--- config.mk ---
export PLATFORM = sky130hd
export DESIGN_NAME = spi_master_ctl
export DESIGN_NICKNAME = d
export VERILOG_FILES = /design/src/rtl/spi_master_ctl.sv
export SDC_FILE = /design/constraint.sdc
export NUM_CORES = 1
export LEC_CHECK = 0
export ABC_AREA = 1
export BUFFER_PORTS_ARGS = -buffer_cell sky130_fd_sc_hd__buf_2
export CAP_MARGIN = 40
export CORE_ASPECT_RATIO = 1.2
export CORE_MARGIN = 2
export CORE_UTILIZATION = 50
export CTS_CLUSTER_DIAMETER = 30
export DETAILED_ROUTE_END_ITERATION = 8
export GPL_ROUTABILITY_DRIVEN = 0
export PLACE_DENSITY = 0.77
export SLEW_MARGIN = 15
export SYNTH_ARGS = -nofsm -noshare
export SYNTH_HDL_FRONTEND = slang
export SYNTH_SLANG_ARGS = --single-unit
--- constraint.sdc ---
create_clock -name clk_i -period 2.42 [get_ports clk_i]
set_input_delay 0.121 -clock clk_i [delete_from_list [all_inputs] [get_ports clk_i]]
set_output_delay 0.121 -clock clk_i [all_outputs]
set_load 0.02 [all_outputs]
--- src/rtl/spi_master_ctl.sv ---
// Single-transfer, 32-bit, mode-0 SPI master sequencer with a sticky done flag.
// Optional build macro SPI_CTL_LSB_FIRST_EN selects LSB-first shifting (default MSB-first).
module spi_master_ctl #(
   parameter int CLK_DIV = 4,
   parameter int N_CS    = 4
) (
   input  logic            clk_i,
   input  logic            reset_n_i,
   input  logic            start_i,
   input  logic [31:0]     data_i,
   input  logic [1:0]      sel_i,
   output logic [31:0]     data_o,
   output logic            done_o,
   output logic            busy_o,
   output logic            sclk_o,
   output logic            mosi_o,
   input  logic            miso_i,
   output logic [N_CS-1:0] cs_n_o
);

   localparam int DIV_W = $clog2(CLK_DIV) + 1;
   localparam logic [DIV_W-1:0] DIV_LAST  = DIV_W'(CLK_DIV - 1);
   localparam logic [5:0]       HALF_LAST = 6'd63;

   typedef enum logic [1:0] {IDLE, SETUP, SHIFT, HOLD} state_t;

   state_t            state_q, state_d;
   logic [DIV_W-1:0]  div_q, div_d;
   logic [5:0]        half_q, half_d;
   logic [31:0]       shift_q, shift_d;
   logic [31:0]       data_q, data_d;
   logic [N_CS-1:0]   cs_n_q, cs_n_d;
   logic              sclk_q, sclk_d;
   logic              mosi_q, mosi_d;
   logic              done_q, done_d;
   logic              start_dly_q;
   logic              div_last;

`ifdef SPI_CTL_LSB_FIRST_EN
   function automatic logic first_bit(input logic [31:0] w);
      return w[0];
   endfunction
   function automatic logic [31:0] shift_in(input logic [31:0] w, input logic b);
      return {b, w[31:1]};
   endfunction
`else
   function automatic logic first_bit(input logic [31:0] w);
      return w[31];
   endfunction
   function automatic logic [31:0] shift_in(input logic [31:0] w, input logic b);
      return {w[30:0], b};
   endfunction
`endif

   // Delay flop resets high so a start level held through reset is not seen as an edge.
   always_ff @(posedge clk_i or negedge reset_n_i) begin
      if (!reset_n_i) begin
         state_q     <= IDLE;
         div_q       <= '0;
         half_q      <= '0;
         shift_q     <= '0;
         data_q      <= '0;
         cs_n_q      <= '1;
         sclk_q      <= 1'b0;
         mosi_q      <= 1'b0;
         done_q      <= 1'b0;
         start_dly_q <= 1'b1;
      end else begin
         state_q     <= state_d;
         div_q       <= div_d;
         half_q      <= half_d;
         shift_q     <= shift_d;
         data_q      <= data_d;
         cs_n_q      <= cs_n_d;
         sclk_q      <= sclk_d;
         mosi_q      <= mosi_d;
         done_q      <= done_d;
         start_dly_q <= start_i;
      end
   end

   assign div_last = (div_q == DIV_LAST);

   always_comb begin
      state_d = state_q;
      div_d   = div_q;
      half_d  = half_q;
      shift_d = shift_q;
      data_d  = data_q;
      cs_n_d  = cs_n_q;
      sclk_d  = sclk_q;
      mosi_d  = mosi_q;
      done_d  = done_q;
      unique case (state_q)
         IDLE: begin
            if (start_i && !start_dly_q) begin
               state_d = SETUP;
               div_d   = '0;
               shift_d = data_i;
               done_d  = 1'b0;
               sclk_d  = 1'b0;
               mosi_d  = first_bit(data_i);
               cs_n_d  = '1;
               for (int i = 0; i < N_CS; i++) begin
                  if (int'(sel_i) == i) cs_n_d[i] = 1'b0;
               end
            end
         end
         SETUP: begin
            if (div_last) begin
               state_d = SHIFT;
               div_d   = '0;
               half_d  = '0;
               sclk_d  = 1'b1;
               shift_d = shift_in(shift_q, miso_i);
            end else begin
               div_d = div_q + DIV_W'(1);
            end
         end
         // Half-period index 63 is the final low phase; its falling edge leaves mosi alone.
         SHIFT: begin
            if (!div_last) begin
               div_d = div_q + DIV_W'(1);
            end else begin
               div_d = '0;
               if (half_q == HALF_LAST) begin
                  state_d = HOLD;
               end else begin
                  half_d = half_q + 6'd1;
                  if (sclk_q) begin
                     sclk_d = 1'b0;
                     if (half_q != HALF_LAST - 6'd1) mosi_d = first_bit(shift_q);
                  end else begin
                     sclk_d  = 1'b1;
                     shift_d = shift_in(shift_q, miso_i);
                  end
               end
            end
         end
         HOLD: begin
            if (div_last) begin
               state_d = IDLE;
               div_d   = '0;
               cs_n_d  = '1;
               mosi_d  = 1'b0;
               data_d  = shift_q;
               done_d  = 1'b1;
            end else begin
               div_d = div_q + DIV_W'(1);
            end
         end
         default: state_d = IDLE;
      endcase
   end

   assign data_o = data_q;
   assign done_o = done_q;
   assign busy_o = (state_q != IDLE);
   assign sclk_o = sclk_q;
   assign mosi_o = mosi_q;
   assign cs_n_o = cs_n_q;

endmodule

==> flow_summary.ini <==
[power_and_ir_drop]
switching_share = 0.436
seqPwrFrac = 0.340
max-vdd-ir-drop_uv = 922
p_sw_mw = 3.02
power_frac_comb = 0.502
p_per_area_nw_per_um2 = 1480
pwr-share-clk = 0.158
p_leak_nw = 2.57
internal-power_mw = 3.91

[global_route]
grt_use_met2 = 0.363
met3_usage = 0.0489
grt.busiest_layer = met2
antenna_found_initial = 0
track_usage = 0.215
grt_pass1_wl_um = 14700
grt_pass1_vias = 3230
grt_start_max_net_pins = 51
met1_usage = 0.274
grt_overflow_total = 0

[synthesis]
yosys_register_bits = 83
ys.flop_type = dfrtp_1
synth_top_area_cell = dfrtp_1
syn_inst = 474
yosysMostFrequentCell = nand2_1
synth_commonest_cells = nand2_1 (164), dfrtp_1 (78), nand3_1 (42)
async_reset_ff_frac = 1.00
synth_area_leaders = dfrtp_1 (49%), nand2_1 (16%), nand3_1 (5.3%)
yosys_warnings = 0
syn-mean-instance-area_um2 = 8.37
synth_nets = 521
yosysUniqueCellTypes = 27
synth.top_cell.area_share = 0.492
synth_edf_count = 0
synth.yosys.seq_area_share = 0.525
synth_area_um2 = 3970

[cells_and_area]
drive_above_1_share = 0.239
layout.nets = 600
antennaDiodeCount = 0
finalInstanceArea_um2 = 4670
syn2layout_area_growth_pct = 17.8
n_fill_cell = 692

[clock_tree]
clk_latency_ns = 0.36
path_clk_slew_ns = 0.08
cts.sinks = 83
root_buffer = clkbuf_8
cts.path.max_buffers = 2
post_cts_resized = 0
htreeDepth = 3
post_cts_buffers = 0
tritoncts = done
cts-buffers-inserted = 9

[run]
drv_cap = 0

[worst_hold_path]
hold_path_class = input pin to flip-flop
holdPathStages = 3
hp-start = sel_i[0]
hold_path_end = cs_n_o[0]$_DFFE_PN1P_

[route]
route.detailed.drc = 0
via_per_inst = 5.13
num_vias = 3328
drtIter0Drc = 230
wl_per_cell_um = 13.3
dr.pass1.iters = 4
totalWireLength_um = 8630
drtAntennaViolNets = 0

[sta]
setup_viol = 0
finalCriticalPeriod_ns = 2.17
fmax_ghz = 0.461
slew_viol_final = 0
clock_skew_ns = 0.00886
timing.hold.ws_ns = 0.0915
tightest_slew_ns = 0.862
hold_viol = 0
setup_tns_ns = 0
maxSlewHeadroom = 0.425
finalCritPeriodShare = 0.897
grt_setup_unrepaired = no

[place]
portBuffers = 77
placed_cell_area_um2 = 4440
dp_hpwl_um = 5950

[die]
die_area_um2 = 8660
initial_core_util = 0.514
fp.dieH_um = 102
row_count = 35
die_w_um = 85.3
boundaryPins = 78
coreArea_um2 = 7710

[setup_path]
r2r_slack_ns = 0.25
critPathArrivalTime_ns = 2.46
r2r_end = shift_q[2]$_DFFE_PN0P_
worst-setup-path-type = flip-flop to flip-flop
startpoint = state_q[0]$_DFFE_PN0P_
end_kind = flip-flop
worstReg2RegStart = state_q[0]$_DFFE_PN0P_
start_kind = flip-flop
rr_worst_depth = 8
worstPathRequired_ns = 2.71
critPathMaxFanout = 22

[run_status]
status = finished clean
==> registers in the layout, summed over array words and instances (netlist names) <==
signal,flops
data_o,32
shift_q,32
half_q,6
cs_n_o,4
div_q,3
state_q,2
done_o,1
mosi_o,1
sclk_o,1
start_dly_q,1
==> worst max-delay path: stages (launching register included) <==
cell	delay, ns
dfrtp_1	0.44
inv_1	0.11
ha_1	0.22
nand3_1	0.11
nor2_1	0.09
nor2_2	0.66
buf_4	0.32
nand3_1	0.09
nand2_1	0.07
==> metrics by stage <==
step | setup WS [ns] | instances | power (mW) | utilization
after global placement | 0.381 | 632 | 5.75 | 0.575
after CTS | 0.245 | 649 | 6.97 | 0.606
final | 0.249 | 649 | 6.93 | 0.606
after global routing | 0.0684 | 649 | 7.55 | 0.606
after detailed placement | 0.255 | 632 | 5.86 | 0.575
after floorplan | 0.745 | 474 | 4.93 | -
==> layout by cell type, fill, tap and decap left out, types with 2 or more instances in the layout <==
cell type / netlist / routed
o21ai_0: 21 / 21
buf_4: 3 / 11
buf_2: 11 / 76
nand4_1: 2 / 2
o21ai_1: 10 / 10
bufinv_16: 0 / 2
clkbuf_8: 0 / 9
nor2_2: 3 / 3
dlygate4sd3_1: 0 / 2
nand2_1: 164 / 164
dfstp_2: 5 / 5
a21oi_1: 18 / 18
inv_1: 39 / 39
nor3_1: 4 / 4
ha_1: 9 / 8
inv_2: 2 / 2
nor2_1: 32 / 32
mux2_2: 15 / 15
dfrtp_1: 78 / 78
nand3_1: 42 / 42
==> cell type report <==
class	count	area, um^2	share of cell area
inverter	41	154	0.0330
multi-input combinational	328	1600	0.343
sequential	83	2080	0.446
tap	92	115	0.0247
clock inverter	6	90.1	0.0193
timing repair buffer	90	503	0.108
clock buffer	9	124	0.0265
==> timing repair <==
action                                 in CTS  in global routing
setup endpoints to repair                   0                  0
endpoints found under the hold margin      43                  0
hold buffers                                2                  0
==> worst max-delay path by stage <==
stage | endpoint | slack (ns)
finish | shift_q[2]$_DFFE_PN0P_ | 0.25
global route | shift_q[11]$_DFFE_PN0P_ | 0.07
CTS | shift_q[2]$_DFFE_PN0P_ | 0.24
detailed placement | shift_q[2]$_DFFE_PN0P_ | 0.26
global placement | shift_q[0]$_DFFE_PN0P_ | 0.38
floorplan | shift_q[21]$_DFFE_PN0P_ | 0.75
==> metal layers <==
metal	part of all wire	vias up	wire length, um
li1	-	1661	-
met5	0	-	0
met2	0.50	73	4340
met3	0.041	17	356
met1	0.44	1577	3780
met4	0.019	0	161
==> power by group through the flow <==
stage               sequential, mW  clock (mW)  combinational, mW
finish                        2.36        1.09               3.48
global route                  2.42        1.18               3.95
CTS                           2.35        1.11               3.51
detailed placement            2.37           0               3.49
global placement              2.34           0               3.41
floorplan                     2.64           0               2.29
==> cells by family (layout without fill, tap and decap cells) <==
logic type	after synthesis	count (layout)	share of synthesized area
AO/OA/AOI/OAI	52	52	0.0701
XOR/XNOR	2	2	0.00442
adder cells (fa/ha/maj)	9	9	0.0284
buffers and inverters	63	146	0.0716
flip-flops	83	83	0.525
multiplexers	15	15	0.0426
AND/OR/NAND/NOR	250	250	0.257
(Power assumes the default switching activity.)
